## src/rtl/uart_rx_pkg.sv

```systemverilog
// Shared UART definitions: FSM state encoding and default bit period,
// kept in one place so a companion transmitter can use the same values.
package uart_rx_pkg;

  typedef enum logic [2:0] {
    ST_IDLE  = 3'd0,
    ST_START = 3'd1,
    ST_DATA  = 3'd2,
    ST_STOP  = 3'd3,
    ST_BREAK = 3'd4
  } uart_state_e;

  localparam int CLKS_PER_BIT_DEFAULT = 16;

endpackage

```

## src/rtl/uart_rx_sync2.sv

```systemverilog
// Two-flop synchronizer for the asynchronous serial line; presets to 1
// so that reset looks like an idle (marking) line.
module sync2 (
  input  logic clk,
  input  logic reset_bar,
  input  logic d_i,
  output logic q_o
);

  logic meta_q;

  always_ff @(posedge clk or negedge reset_bar) begin
    if (!reset_bar) begin
      meta_q <= 1'b1;
      q_o    <= 1'b1;
    end else begin
      meta_q <= d_i;
      q_o    <= meta_q;
    end
  end

endmodule

```

## src/rtl/uart_rx.sv

```systemverilog
// 8N1 UART receiver: centre-samples each bit, holds the last good byte
// for a consumer, and flags overruns and framing errors.
module uart_rx
  import uart_rx_pkg::*;
#(
  parameter int CLKS_PER_BIT = CLKS_PER_BIT_DEFAULT
) (
  input  logic       clk,
  input  logic       reset_bar,
  input  logic       rxd,
  input  logic       rd,
  output logic [7:0] data,
  output logic       valid,
  output logic       overrun,
  output logic       frame_err,
  output logic       busy
);

  localparam int CW = $clog2(CLKS_PER_BIT);
  localparam logic [CW-1:0] HALF_LAST = CW'(CLKS_PER_BIT / 2 - 1);
  localparam logic [CW-1:0] BIT_LAST  = CW'(CLKS_PER_BIT - 1);

  logic          rxd_s;
  uart_state_e   state_q;
  logic [CW-1:0] cnt_q;
  logic [2:0]    idx_q;
  logic [7:0]    shift_q;
  logic [7:0]    data_q;
  logic          valid_q;
  logic          overrun_q;
  logic          frame_err_q;
  logic          busy_q;

  sync2 u_sync (
    .clk       (clk),
    .reset_bar (reset_bar),
    .d_i       (rxd),
    .q_o       (rxd_s)
  );

  always_ff @(posedge clk or negedge reset_bar) begin
    if (!reset_bar) begin
      state_q     <= ST_IDLE;
      cnt_q       <= '0;
      idx_q       <= '0;
      shift_q     <= '0;
      data_q      <= '0;
      valid_q     <= 1'b0;
      overrun_q   <= 1'b0;
      frame_err_q <= 1'b0;
      busy_q      <= 1'b0;
    end else begin
      frame_err_q <= 1'b0;
      if (rd && valid_q) begin
        valid_q   <= 1'b0;
        overrun_q <= 1'b0;
      end
      case (state_q)
        ST_IDLE: begin
          if (!rxd_s) begin
            state_q <= ST_START;
            cnt_q   <= '0;
            busy_q  <= 1'b1;
          end
        end
        ST_START: begin
          if (cnt_q == HALF_LAST) begin
            cnt_q <= '0;
            idx_q <= '0;
            if (!rxd_s) begin
              state_q <= ST_DATA;
            end else begin
              state_q <= ST_IDLE;
              busy_q  <= 1'b0;
            end
          end else begin
            cnt_q <= cnt_q + CW'(1);
          end
        end
        ST_DATA: begin
          if (cnt_q == BIT_LAST) begin
            cnt_q          <= '0;
            shift_q[idx_q] <= rxd_s;
            if (idx_q == 3'd7) state_q <= ST_STOP;
            else               idx_q   <= idx_q + 3'd1;
          end else begin
            cnt_q <= cnt_q + CW'(1);
          end
        end
        ST_STOP: begin
          if (cnt_q == BIT_LAST) begin
            cnt_q <= '0;
            if (rxd_s) begin
              state_q <= ST_IDLE;
              busy_q  <= 1'b0;
              data_q  <= shift_q;
              valid_q <= 1'b1;
              // A same-cycle rd consumes the old byte, so no overrun then.
              if (valid_q && !rd) overrun_q <= 1'b1;
            end else begin
              state_q     <= ST_BREAK;
              frame_err_q <= 1'b1;
            end
          end else begin
            cnt_q <= cnt_q + CW'(1);
          end
        end
        ST_BREAK: begin
          if (rxd_s) begin
            state_q <= ST_IDLE;
            busy_q  <= 1'b0;
          end
        end
        default: begin
          state_q <= ST_IDLE;
          busy_q  <= 1'b0;
        end
      endcase
    end
  end

  assign data      = data_q;
  assign valid     = valid_q;
  assign overrun   = overrun_q;
  assign frame_err = frame_err_q;
  assign busy      = busy_q;

endmodule

```

## config.mk

```make
export PLATFORM = sky130hd
export DESIGN_NAME = uart_rx
export DESIGN_NICKNAME = d
export VERILOG_FILES = /design/src/rtl/uart_rx_pkg.sv /design/src/rtl/uart_rx_sync2.sv /design/src/rtl/uart_rx.sv
export SDC_FILE = /design/constraint.sdc
export NUM_CORES = 1
export LEC_CHECK = 0
export CAP_MARGIN = 15
export CORE_UTILIZATION = 50
export CTS_CLUSTER_SIZE = 14
export DETAILED_ROUTE_END_ITERATION = 8
export GPL_TIMING_DRIVEN = 0
export PLACE_DENSITY_LB_ADDON = 0.3
export SLEW_MARGIN = 20
export SYNTH_ARGS = -nofsm -noshare
export SYNTH_HDL_FRONTEND = slang
export SYNTH_HIERARCHICAL = 1
export SYNTH_SLANG_ARGS = --single-unit
```

## constraint.sdc

```tcl
create_clock -name clk -period 4.5 [get_ports clk]
set_clock_uncertainty 0.15 [all_clocks]
set_input_delay 0.9 -clock clk [delete_from_list [all_inputs] [get_ports clk]]
set_output_delay 0.9 -clock clk [all_outputs]
set_load 0.05 [all_outputs]
```

==> run metrics, run 1 <==
CTS resizes=0; clock slew at reported path FFs=0.10 ns; Post-Route WL=2560 um; Slowest-stage cell, CP=clkdlybuf4s50_1; Required @ worst endpoint=3.45 ns; dpl ws=2.28 ns; largest net degree at the start of global routing=33; area of the multi-input gates=616 um^2; sequential-to-total area share from yosys stat=53.1%; synthesized cell area=1510 um^2; first-pass GRT wire length=4410 um; htree depth=2; CTS Buffer Depth=2; most frequent cells in the layout=dfrtp_1, mux2_2, clkdlybuf4s50_1, inv_1; I/O pins=16; Final period util=57.4%; vias in the first global route=1,008; Core Area=2810 um^2; Design Power=0.810 mW; Die ar.=3250 um^2; Worst Tran Pin Value=0.684 ns; WS Path Type=flop to output pin; Critical path buffers and inverters=1; Worst IR Drop VDD=339 uV; clk sink count=32; Pleak=0.800 nW; number of flops mapped to enable cells by yosys=0; Slew Limit Fails=0; Post-synth top flop=dfrtp_1; Rel. slew slack=54.4%; TNS Setup=0 ns; Routed WL per cell=14.5 um; CTS root buf=clkbuf_4; syn_area_per_cell=12.3 um^2; Unique masters post-synth=40; layout cells sized above 1=26.0%; post-CTS setup buffers=0; Detail Route Antenna Nets=0; Area Overhead vs Synth=16.2%; syn_nets=130; maximum fanout along the worst path=4; Final Hold Viols=0; Worst Hold Class=flop to flop; Worst setup SP type=flop; outcome=finished with violations; drc violations=4; final worst slack=1.92 ns; Syn Inst Count=123; iteration-0 DRC count of the detailed router=25; hold buffers post-CTS=0; PwrDens=461 nW/um^2; maxcap violations=0; GRT Util Overall=18.3%; HPWL after DPL=1860 um; die extent in x=57.0 um; Max Clock Freq=0.387 GHz; Vias/cell=5.73; arrival time worst endpoint=1.53 ns; commonest non-fill, non-tap cell in the layout=dfrtp_1; Placer Congestion=0.824; # rows=19; initial antenna violation count=0; CTS Buf Count=5; kind of cell adding the most delay to the critical path=buffers and inverters; worst path cell trace=clkdlybuf4s50_1; final setup vio count=0; GRT overflow=0; diode count=0; input/output buffers=15; Via Count=1,015; Initial Util=53.9%; RSZ-0062 raised after global routing=false; CP max stage delay=0.81 ns; fin crit period=2.58 ns; nets=152; crit end category=output pin; latest clock arrival within the worst-skew pair=0.33 ns; CTS tree=done; Initial DRT Pass Iterations=6; final hold slack=0.212 ns; failing checks=DRC; asr flop ratio synth=100%; Filler cells=227; number of synthesized register bits=32; Synth Warn #=6; FF/Latch Area=803 um^2; die height=57.0 um
## Yosys cell counts, drive strengths merged (3+ instances only)
| library cell | n | share of area [%] |
|---|---|---|
| buf | 6 | 3.3 |
| ha | 3 | 2.5 |
| a22o | 3 | 1.7 |
| a21oi | 3 | 0.99 |
| nand3 | 4 | 1.3 |
| nor3b | 3 | 1.5 |
| nor2 | 6 | 1.5 |
| nor4 | 3 | 1.2 |
| inv | 7 | 1.7 |
| nand4 | 7 | 3.9 |
| mux2 | 17 | 13 |
| dfrtp | 30 | 50 |
## registers in the layout, summed over array words and instances (netlist names), named ones only
name,count
u_sync/q_o,1
shift_q,8
busy,1
valid,1
data,8
cnt_q,4
state_q,3
frame_err,1
u_sync/meta_q,1
idx_q,3
## cells by family after synthesis
kind of cell / count (synthesis) / share of synthesized area [%]
simple gates: 34 / 14.1
fa+ha+maj: 4 / 3.14
xor+xnor: 1 / 0.579
buf+inv: 15 / 6.20
compound gates: 18 / 8.85
flops: 32 / 53.1
mux: 19 / 14.0
## stage by stage
step	area, um^2	cells	util, %
2_1_floorplan	1510	123	-
3_3_place_gp	1700	169	60.7
3_5_place_dp	1700	169	60.5
4_1_cts	1760	177	62.7
5_1_grt	1760	177	62.7
6_report	1760	177	62.7
## routing by layer
metal / share of wire, % / track usage [%] / vias to the layer above
li1: - / - / 490
met1: 47 / 23.1 / 507
met2: 49 / 28.2 / 16
met3: 3.3 / 4.76 / 2
met4: 0.63 / 11.1 / 0
met5: 0 / 0 / -
## path summary, 6_finish.rpt
check	depth (start not counted)	startpoint	slack (ns)	endpoint
worst min register to register	0	u_sync/meta_q	0.21	u_sync/q_o
min in group asynchronous	1	reset_bar	0.45	valid
worst max-delay path	1	valid	1.92	valid
worst min-delay path	0	u_sync/meta_q	0.21	u_sync/q_o
max in group asynchronous	1	reset_bar	3.32	cnt_q[2]
worst max register to register	5	idx_q[0]	2.59	idx_q[0]
## power breakdown
group	switching, mW	internal [mW]	total [mW]	leakage, nW
Sequential	0.0336	0.328	0.362	0.421
Clock	0.0973	0.0743	0.172	0.0380
Combinational	0.150	0.127	0.276	0.341
Total	0.281	0.529	0.810	0.800
## area by class of cell
cell class | instances | share of cell area, %
timing repair buffer | 15 | 8.26
sequential | 32 | 45.7
clock inverter | 2 | 0.569
tap | 31 | 2.21
clock buffer | 6 | 2.92
buffer | 8 | 3.84
multi-input combinational | 76 | 35.0
inverter | 7 | 1.49
No activity file was read; power rests on OpenSTA's default activity.
==> run 2, diff against run 1 <==
--- a/config.mk
+++ b/config.mk
@@ -6,7 +6,7 @@
 export NUM_CORES = 1
 export LEC_CHECK = 0
 export CAP_MARGIN = 15
-export CORE_UTILIZATION = 50
+export CORE_UTILIZATION = 49
 export CTS_CLUSTER_SIZE = 14
 export DETAILED_ROUTE_END_ITERATION = 8
 export GPL_TIMING_DRIVEN = 0
==> constraint.sdc (replaced) <==
create_clock -name clk -period 2.25 [get_ports clk]
set_clock_uncertainty 0.15 [all_clocks]
set_input_delay 0.45 -clock clk [delete_from_list [all_inputs] [get_ports clk]]
set_output_delay 0.45 -clock clk [all_outputs]
set_load 0.05 [all_outputs]
==> run metrics, run 2 (synthesis gave the netlist of run 1 again) <==
outcome=finished, final reports clean; clock slew at reported path FFs=0.09 ns; critical path launch point=valid; input/output buffers=15; Post-Route WL=2570 um; maximum fanout along the worst path=4; Critical path buffers and inverters=1; CTS Buf Count=5; drc violations=0; arrival time worst endpoint=1.53 ns; Final Hold Viols=0; RSZ-0062 raised after global routing=false; Max Clock Freq=0.469 GHz; Required @ worst endpoint=1.65 ns; commonest non-fill, non-tap cell in the layout=dfrtp_1; initial antenna violation count=0; final setup vio count=0; GRT Util Overall=19.2%; maxcap violations=0; clk sink count=32; Via Count=1,051; Final period util=94.8%; worst setup path end=valid; Finished Core Util=62.2%; CTS tree=done; iteration-0 DRC count of the detailed router=14; kind of cell adding the most delay to the critical path=buffers and inverters; Pleak=0.794 nW; GRT overflow=0; Detail Route Antenna Nets=0; nets=153; Reg2Reg Depth=5; fin crit period=2.13 ns; Initial Util=53.5%; Routed WL per cell=14.4 um; most frequent cells in the layout=dfrtp_1, mux2_2, clkdlybuf4s50_1, inv_1; PwrDens=903 nW/um^2; Worst Tran Pin Value=0.676 ns; CP max stage delay=0.81 ns; crit end category=output pin; Slowest-stage cell, CP=clkdlybuf4s50_1; Core Area=2830 um^2; largest net degree at the start of global routing=33; Worst setup SP type=flop; reg2reg start=idx_q[1]; Worst IR Drop VDD=710 uV; I/O pins=16; Slew Limit Fails=0; first-pass GRT wire length=4730 um; # rows=19; Placer Congestion=0.824; die extent in x=57.6 um; Initial DRT Pass Iterations=4; Area Overhead vs Synth=16.4%; vias in the first global route=1,070; Filler cells=228; latest clock arrival within the worst-skew pair=0.34 ns; CTS Buffer Depth=2; TNS Setup=0 ns; RR Endpoint=idx_q[0]; die height=57.6 um; Vias/cell=5.90; WS Path Type=flop to output pin; worst path cell trace=clkdlybuf4s50_1; Worst Hold Class=flop to flop; flop-to-flop setup slack=0.32 ns; Rel. slew slack=55.0%; CP Depth=1; HPWL after DPL=1850 um; Die ar.=3310 um^2; htree depth=2; CTS root buf=clkbuf_4; layout cells sized above 1=25.2%; diode count=0
[run 2: final cells by class]
type	count	area (um^2)	area share [%]
sequential	32	803	45.6
multi-input combinational	76	616	35.0
timing repair buffer	16	155	8.81
buffer	8	67.6	3.84
clock buffer	6	41.3	2.35
tap	31	38.8	2.20
inverter	7	26.3	1.49
clock inverter	2	12.5	0.711
[run 2: worst min-delay path by stage]
stage | from | endpoint | cells past startpoint
final | u_sync/meta_q | u_sync/q_o | 0
after detailed placement | u_sync/meta_q | u_sync/q_o | 0
after CTS | u_sync/meta_q | u_sync/q_o | 0
after floorplan | reset_bar | async pin | 0
after global placement | u_sync/meta_q | u_sync/q_o | 0
after global routing | u_sync/meta_q | u_sync/q_o | 0
[run 2: per-stage QoR]
stage | power [mW] | worst slack [ns] | hold slack (ns) | area, um^2 | std cells
2_1_floorplan | 1.16 | 0.513 | 0.00441 | 1510 | 123
3_3_place_gp | 1.26 | 0.0520 | 0.197 | 1700 | 169
3_5_place_dp | 1.29 | 0.370 | 0.198 | 1700 | 169
4_1_cts | 1.60 | 0.0980 | 0.212 | 1760 | 178
5_1_grt | 1.70 | 0.0529 | 0.219 | 1760 | 178
6_report | 1.59 | 0.116 | 0.211 | 1760 | 178
[run 2: routing by layer]
metal	track usage (%)	up-vias	part of all wire (%)
met2	30.7	24	47
li1	-	497	-
met1	23.5	522	46
met5	0	-	0
met3	5.44	8	4.0
met4	10.5	0	2.5
[run 2: what timing repair did]
item / CTS / global route
setup buffers: 0 / 0
hold endpoints to repair: 3 / 0
resized for setup: 0 / 0
hold buffers: 1 / 0
[run 2: where the power goes]
group	switching (mW)	internal [mW]	leakage, nW
clock	0.193	0.120	0.0282
combinational	0.297	0.255	0.345
sequential	0.0689	0.657	0.421
total	0.558	1.03	0.794
